--- src/rtl/apb_rr_master.sv ---
// Round-robin arbiter and APB master sharing one slave port among NREQ requesters.
// Grant at E0, SETUP after E0, ACCESS after E1, req_done the cycle after completion; pready stalls ACCESS up to TIMEOUT cycles.
module apb_rr_master #(
    parameter int NREQ    = 2,
    parameter int AW      = 32,
    parameter int DW      = 32,
    parameter int TIMEOUT = 16
) (
    input  logic              clk,
    input  logic              rst,
    input  logic [NREQ-1:0]   req_valid,
    input  logic [NREQ-1:0]   req_write,
    input  logic [NREQ*AW-1:0] req_addr,
    input  logic [NREQ*DW-1:0] req_wdata,
    output logic [NREQ-1:0]   req_done,
    output logic [DW-1:0]     rsp_rdata,
    output logic              rsp_err,
    output logic              busy,
    output logic              psel,
    output logic              penable,
    output logic              pwrite,
    output logic [AW-1:0]     paddr,
    output logic [DW-1:0]     pwdata,
    input  logic [DW-1:0]     prdata,
    input  logic              pready,
    input  logic              pslverr
);

    localparam int PW = $clog2(NREQ);
    localparam int SW = PW + 1;
    localparam int CW = (TIMEOUT > 0) ? $clog2(TIMEOUT + 1) : 1;
    localparam logic [PW-1:0] PTR_RST   = PW'(NREQ - 1);
    localparam logic [CW-1:0] WAIT_LAST = (TIMEOUT > 0) ? CW'(TIMEOUT - 1) : '0;

    typedef enum logic [1:0] {
        S_IDLE,
        S_SETUP,
        S_ACCESS
    } state_t;

    state_t          state_q, state_d;
    logic [PW-1:0]   ptr_q, ptr_d;
    logic [PW-1:0]   gnt_q, gnt_d;
    logic [CW-1:0]   wait_q, wait_d;
    logic            psel_q, psel_d;
    logic            penable_q, penable_d;
    logic            pwrite_q, pwrite_d;
    logic [AW-1:0]   paddr_q, paddr_d;
    logic [DW-1:0]   pwdata_q, pwdata_d;
    logic [NREQ-1:0] req_done_q, req_done_d;
    logic [DW-1:0]   rsp_rdata_q, rsp_rdata_d;
    logic            rsp_err_q, rsp_err_d;
    logic            busy_q, busy_d;

    logic [AW-1:0]     addr_arr  [NREQ];
    logic [DW-1:0]     wdata_arr [NREQ];
    logic [NREQ-1:0]   eligible;
    logic [SW-1:0]     shift_amt;
    logic [2*NREQ-1:0] rotated;
    logic              gnt_found;
    logic [PW-1:0]     gnt_idx;

    for (genvar g = 0; g < NREQ; g++) begin : g_unpack
        assign addr_arr[g]  = req_addr[g*AW +: AW];
        assign wdata_arr[g] = req_wdata[g*DW +: DW];
    end

    // Rotate so bit 0 is the requester just after the last grant; first set bit wins.
    always_comb begin
        eligible  = req_valid & ~req_done_q;
        shift_amt = {1'b0, ptr_q} + SW'(1);
        rotated   = {eligible, eligible} >> shift_amt;
        gnt_found = 1'b0;
        gnt_idx   = ptr_q;
        for (int j = 0; j < NREQ; j++) begin
            if (!gnt_found && rotated[j]) begin
                gnt_found = 1'b1;
                gnt_idx   = PW'((int'(shift_amt) + j) % NREQ);
            end
        end
    end

    always_comb begin
        state_d     = state_q;
        ptr_d       = ptr_q;
        gnt_d       = gnt_q;
        wait_d      = wait_q;
        psel_d      = psel_q;
        penable_d   = penable_q;
        pwrite_d    = pwrite_q;
        paddr_d     = paddr_q;
        pwdata_d    = pwdata_q;
        req_done_d  = '0;
        rsp_rdata_d = rsp_rdata_q;
        rsp_err_d   = rsp_err_q;

        case (state_q)
            S_IDLE: begin
                if (gnt_found) begin
                    state_d  = S_SETUP;
                    ptr_d    = gnt_idx;
                    gnt_d    = gnt_idx;
                    wait_d   = '0;
                    psel_d   = 1'b1;
                    pwrite_d = req_write[gnt_idx];
                    paddr_d  = addr_arr[gnt_idx];
                    pwdata_d = wdata_arr[gnt_idx];
                end
            end
            S_SETUP: begin
                state_d   = S_ACCESS;
                penable_d = 1'b1;
            end
            S_ACCESS: begin
                if (pready) begin
                    state_d           = S_IDLE;
                    psel_d            = 1'b0;
                    penable_d         = 1'b0;
                    req_done_d[gnt_q] = 1'b1;
                    rsp_err_d         = pslverr;
                    if (!pwrite_q) begin
                        rsp_rdata_d = prdata;
                    end
                end else if (TIMEOUT > 0 && wait_q == WAIT_LAST) begin
                    // Abandon the transfer; read data from the slave is not trusted.
                    state_d           = S_IDLE;
                    psel_d            = 1'b0;
                    penable_d         = 1'b0;
                    req_done_d[gnt_q] = 1'b1;
                    rsp_err_d         = 1'b1;
                end else if (TIMEOUT > 0) begin
                    wait_d = wait_q + CW'(1);
                end
            end
            default: begin
                state_d = S_IDLE;
            end
        endcase

        busy_d = (state_d != S_IDLE);
    end

    always_ff @(posedge clk or negedge rst) begin
        if (!rst) begin
            state_q     <= S_IDLE;
            ptr_q       <= PTR_RST;
            gnt_q       <= '0;
            wait_q      <= '0;
            psel_q      <= 1'b0;
            penable_q   <= 1'b0;
            pwrite_q    <= 1'b0;
            paddr_q     <= '0;
            pwdata_q    <= '0;
            req_done_q  <= '0;
            rsp_rdata_q <= '0;
            rsp_err_q   <= 1'b0;
            busy_q      <= 1'b0;
        end else begin
            state_q     <= state_d;
            ptr_q       <= ptr_d;
            gnt_q       <= gnt_d;
            wait_q      <= wait_d;
            psel_q      <= psel_d;
            penable_q   <= penable_d;
            pwrite_q    <= pwrite_d;
            paddr_q     <= paddr_d;
            pwdata_q    <= pwdata_d;
            req_done_q  <= req_done_d;
            rsp_rdata_q <= rsp_rdata_d;
            rsp_err_q   <= rsp_err_d;
            busy_q      <= busy_d;
        end
    end

    assign psel      = psel_q;
    assign penable   = penable_q;
    assign pwrite    = pwrite_q;
    assign paddr     = paddr_q;
    assign pwdata    = pwdata_q;
    assign req_done  = req_done_q;
    assign rsp_rdata = rsp_rdata_q;
    assign rsp_err   = rsp_err_q;
    assign busy      = busy_q;

endmodule

--- config.mk ---
export PLATFORM = sky130hd
export DESIGN_NAME = apb_rr_master
export DESIGN_NICKNAME = d
export VERILOG_FILES = /design/src/rtl/apb_rr_master.sv
export SDC_FILE = /design/constraint.sdc
export NUM_CORES = 1
export LEC_CHECK = 0
export CAP_MARGIN = 10
export CORE_MARGIN = 4
export CORE_UTILIZATION = 40
export CTS_BUF_LIST = sky130_fd_sc_hd__clkbuf_4 sky130_fd_sc_hd__clkbuf_8
export CTS_CLUSTER_DIAMETER = 150
export DETAILED_ROUTE_END_ITERATION = 10
export PLACE_DENSITY = 0.83
export SLEW_MARGIN = 25
export SYNTH_ARGS = -nofsm -noshare
export SYNTH_HDL_FRONTEND = slang
export SYNTH_SLANG_ARGS = --single-unit
--- constraint.sdc ---
create_clock -name clk -period 2.2 [get_ports clk]
set_input_delay 0.22 -clock clk [delete_from_list [all_inputs] [get_ports clk]]
set_output_delay 0.22 -clock clk [all_outputs]
set_load 0.01 [all_outputs]
======== Word-level counts from Yosys, hierarchy flattened ========
Index checks and enable logic that the tools add are counted.
storage, ports and cells
  register bits after elaboration ......... 112
  output and inout port bits .............. 103
cells by class
  $add $sub $neg .......................... 3
  order comparisons ....................... 4
  equality and inequality tests ........... 7
  shift operators ......................... 1
  mux-type cells .......................... 32
  bitwise gates (word level) .............. 4
  reductions and logical operators ........ 14
operators with widths
  cell                                                       number
  2-to-1 mux 32 bit                                          6
  2-to-1 mux 5 bit                                           3
  2-to-1 mux 1 bit                                           12
  2-to-1 mux 2 bit                                           6
  case mux 5 bit (2 select lines)                            1
  nonzero test 2 bit                                         4
  != test 2 bit (second input constant)                      3
  case mux 2 bit (3 select lines)                            1
  AND reduction 2 bit                                        3
  AND reduction 3 bit                                        2
  adder 5 x 1 -> 5 bit (second input constant)               1
  equality test 5 x 4 -> 1 bit (second input constant)       1
  < comparator 1 x 2 -> 1 bit (second input constant)        2
  case mux 1 bit (2 select lines)                            2
  AND reduction 4 bit                                        1
  >> shifter 4 x 2 -> 2 bit                                  1
  != test 3 bit (second input constant)                      1
  adder 1 x 1 -> 2 bit (second input constant)               1
  AND 2 bit                                                  1
  equality test 2 x 1 -> 1 bit (second input constant)       1
  equality test 2 bit (second input constant)                1
  greater-or-equal comparator 2 bit (second input constant)  1
  logical AND 1 bit                                          2
  logical NOT 2 bit                                          1
  7 further kinds                                            7

======== Depth between registers and ports, before layout ========
  depth after elaboration ................. 11
  depth in mapped cells ................... 7
  mapped depth without buffers ............ 7

======== Worst setup path after synthesis ========
Ideal clock, no wire load.
  path kind ............................... register to register
  from .................................... register wait_q[0]
  to ...................................... register wait_q[3]
  setup time .............................. 118 ps
  arrival time ............................ 1613 ps
  slack ................................... 468 ps
  cell stages (with the launch flop) ...... 8
  cell sequence ........................... dfrtp_1 -> ha_1 -> and3_1 -> ha_1 -> nor4b_2 -> nand4_1 -> xor2_1 -> nor2_1
on the way
  cells in the longest elaborated chain, start to end .. 4
ends and longest elaborated chain
  what                             RTL line  RTL
  from (decl)                      44        logic [CW-1:0] wait_q, wait_d;
  from (signal assigned)           162       wait_q <= wait_d;
  adder 5 x 1 -> 5 bit             132       wait_d = wait_q + CW'(1);
  2-to-1 mux 5 bit                 124       end else if (TIMEOUT > 0 && wait_q == WAIT_LAST) begin
  2-to-1 mux 5 bit                 115       if (pready) begin
  case mux 5 bit (2 select lines)  97        case (state_q)
Several ways; a longest one is shown, not always the timed one. The select of a mux whose other input is x is not followed.
A chain may end at the register's enable or synchronous reset.

======== Final worst setup path ========
Ends and elaborated chain as after synthesis.

==> qor.csv <==
stage;metric;value;unit
route;WL final;13200;um
global_route;antenna violations before repair;0;
timing;RSZ-0062 raised after global routing;false;
final_layout;# diodes;0;
timing;Worst-Margin Slew;427;ps
global_route;largest net degree at the start of global routing;59;
clock_tree;worst skew pair latency;360;ps
placement;Detail Placement HPWL;10500;um
timing;fmax;0.522;GHz
die;Die Area;14000;um2
synthesis;Post-Syn Area;4870;um2
route;vias;4039;
synthesis;Seq/Total Area, Yosys;57.6;%
flow_run;max-capacitance violation count;0;
final_layout;fraction of layout cells with a size suffix above 1;4.84;%
synthesis;Yosys Warn Count;0;
synthesis;Yosys cell types;28;
final_layout;# fillers;904;
route;DR WL/cell;15.9;um
timing;final setup TNS;0;ps
route;ANT nets after route;0;
clock_tree;CTS tree;built;
power_and_ir_drop;pwr/cell area;1250;nW/um2
power_and_ir_drop;Peak VDD IR;0.705;mV
route;# DRC;0;
global_route;vias in the first global route;4188;
final_layout;Finished Cell Area;7950;um2
clock_tree;htree depth;3;
worst_hold_path;worst hold path class;in -> async;
timing;Final period util;87.0;%
power_and_ir_drop;Lkg Pwr;0.00350;uW
clock_tree;cts bufs inserted;9;
timing;min Tclk post-route;1910;ps
synthesis;list of most frequent post-synthesis cells;111 x dfrtp_1, 75 x nand2_1, 69 x o21ai_1;
timing;Clock Skew;12.7;ps
synthesis;Yosys reg bits;112;
route;DRT Pass-1 Iters;6;
synthesis;Yosys top cell area share;57.1;%
synthesis;largest cells by area after synthesis;dfrtp_1 57%, mux2i_1 14%, mux2_1 7.4%;
synthesis;mux contribution to synthesized area;21.4;%
placement;port bufs;270;
clock_tree;CTS Root Cell;clkbuf_8;
critical_path;WP data arrival;2170;ps
global_route;grt total ovfl;0;
critical_path;CP Class;reg -> reg;
final_layout;nets@finish;847;
placement;GP Congestion;0.748;
route;vias per cell;4.87;
synthesis;Synth Area in Compound Gates;7.61;%
clock_tree;clk sink count;112;
synthesis;Synth async-reset ratio;100;%
critical_path;critical-path maximum fanout;4;
global_route;Overall Global Routing Usage;18.8;%
synthesis;Synth Area in Simple Gates;8.46;%
synthesis;cell taking the most area after synthesis;dfrtp_1;
critical_path;worst path required time;2450;ps
synthesis;syn avg cell area;11.8;um2
synthesis;xor-xnor portion of the synthesized cell area;0.180;%
synthesis;syn nets;582;
timing;Max Slew Vio Count;0;
timing;Hold Violations, Final;0;
synthesis;EDFF count, synth;0;
global_route;first-pass GRT wire length;21200;um
clock_tree;Clock Path Buffers;2;
die;Initial Utilization;40.7;%
placement;dpl cell area;7710;um2
critical_path;crit path launch type;flop;
die;site row count;40;
timing;endpoints failing setup;0;
timing;Slew headroom;71.5;%
synthesis;post-synthesis adder-cell area fraction;0.514;%
die;core outline area;12000;um2
die;DIE WIDTH;118;um
synthesis;Mapped Cells;412;
timing;Hold WS;315;ps
run_status;status;completed;
clock_tree;clk slew on worst S/H paths;90;ps
route;DR iter-0 viols;138;
synthesis;main combinational cell family by area after synthesis;multiplexers;
synthesis;commonest register cell after synthesis;dfrtp_1;
die;Die Ht;118;um
final_layout;Area growth syn-to-layout;63.4;%
critical_path;Crit. End Element;flop;
die;# IOs;271;
synthesis;count leader, synth;dfrtp_1;
path summary, 6_finish.rpt:
kind | startpoint | end | slack, ps | cells after the start
min in group clk | prdata[19] | rsp_rdata[19] | 460 | 2
min | rst | rsp_rdata[2] | 320 | 2
max | wait_q[0] | wait_q[3] | 290 | 7
max reg2reg | wait_q[0] | wait_q[3] | 290 | 7
max in group asynchronous | rst | pwdata[21] | 1160 | 3
min reg2reg | gnt_q | req_done[0] | 470 | 1
registers in the layout (all words and copies together) (netlist names):
signal and cells:
ptr_q 1, req_done 2, psel 1, busy 1, paddr 32, state_q 2
pwdata 32, penable 1, rsp_rdata 32, rsp_err 1, wait_q 5, pwrite 1
gnt_q 1
per-stage QoR:
stage               power, uW  std cells  util, %  worst slack [ps]
global placement         8540        812     64.4               337
finish                   9970        829     66.5               286
CTS                     10100        829     66.5               271
detailed placement       8720        812     64.4               310
global route            10700        829     66.5               172
floorplan                6010        412        -               468
worst max-delay path, stage by stage (launching register included):
cell	delay, ps
dfrtp_1	430
ha_1	240
and3_1	190
ha_1	210
nor4b_2	370
nand4_1	160
xor2_1	160
nor2_1	50
power by group:
group | switching [uW] | internal [uW]
Sequential | 527 | 3050
Clock | 658 | 719
Combinational | 2240 | 2790
Total | 3420 | 6550
layout make-up:
| class | count | area [um2] | area share, % |
|---|---|---|---|
| clock buffers | 12 | 159 | 2.00 |
| clock inverters | 4 | 76.3 | 0.960 |
| multi-input cells | 271 | 1870 | 23.5 |
| inverters | 4 | 15.0 | 0.189 |
| repair buffers | 279 | 2850 | 35.8 |
| flip-flops and latches | 112 | 2800 | 35.3 |
| well taps | 147 | 184 | 2.31 |
placed cells by master (no fill, tap or decap):
cell type	instances
xor2_1	1
mux2i_1	66
inv_2	1
and3_1	1
bufinv_16	2
clkinv_4	1
mux2_1	32
a32o_1	1
dfstp_2	1
nor2_4	1
o21ai_4	1
clkbuf_4	1
clkinvlp_4	1
o21ai_1	68
dfrtp_1	111
nand2_1	75
buf_4	3
nor2b_2	1
nand4_1	1
nor4b_2	1
nor2_1	8
nor2b_1	2
clkdlybuf4s50_1	269
clkbuf_8	11
nand2b_4	1
inv_1	3
a21oi_1	3
dlygate4sd3_1	1
nand2b_1	1
buf_12	6
ha_1	2
nand3_1	4
mux2i_4	1
repair_timing:
action,4_1_cts,5_1_grt
buffers inserted,0,0
hold endpoints to repair,28,0
resized for setup,0,0
hold buffers,1,0
layer usage:
metal / part of all wire [%] / wire [um] / up-vias / GRT usage [%]
li1: - / - / 1941 / -
met1: 39 / 5100 / 1901 / 21.2
met2: 49 / 6510 / 179 / 32.5
met3: 10 / 1340 / 18 / 7.37
met4: 1.9 / 248 / 0 / 6.30
met5: 0 / 0 / - / 0
cells by family after synthesis:
group           after synthesis
mux                          99
buf+inv                      29
fa+ha+maj                     2
compound gates               73
xor+xnor                      1
flops                       112
simple gates                 96
No activity file was read; power rests on OpenSTA's default activity.
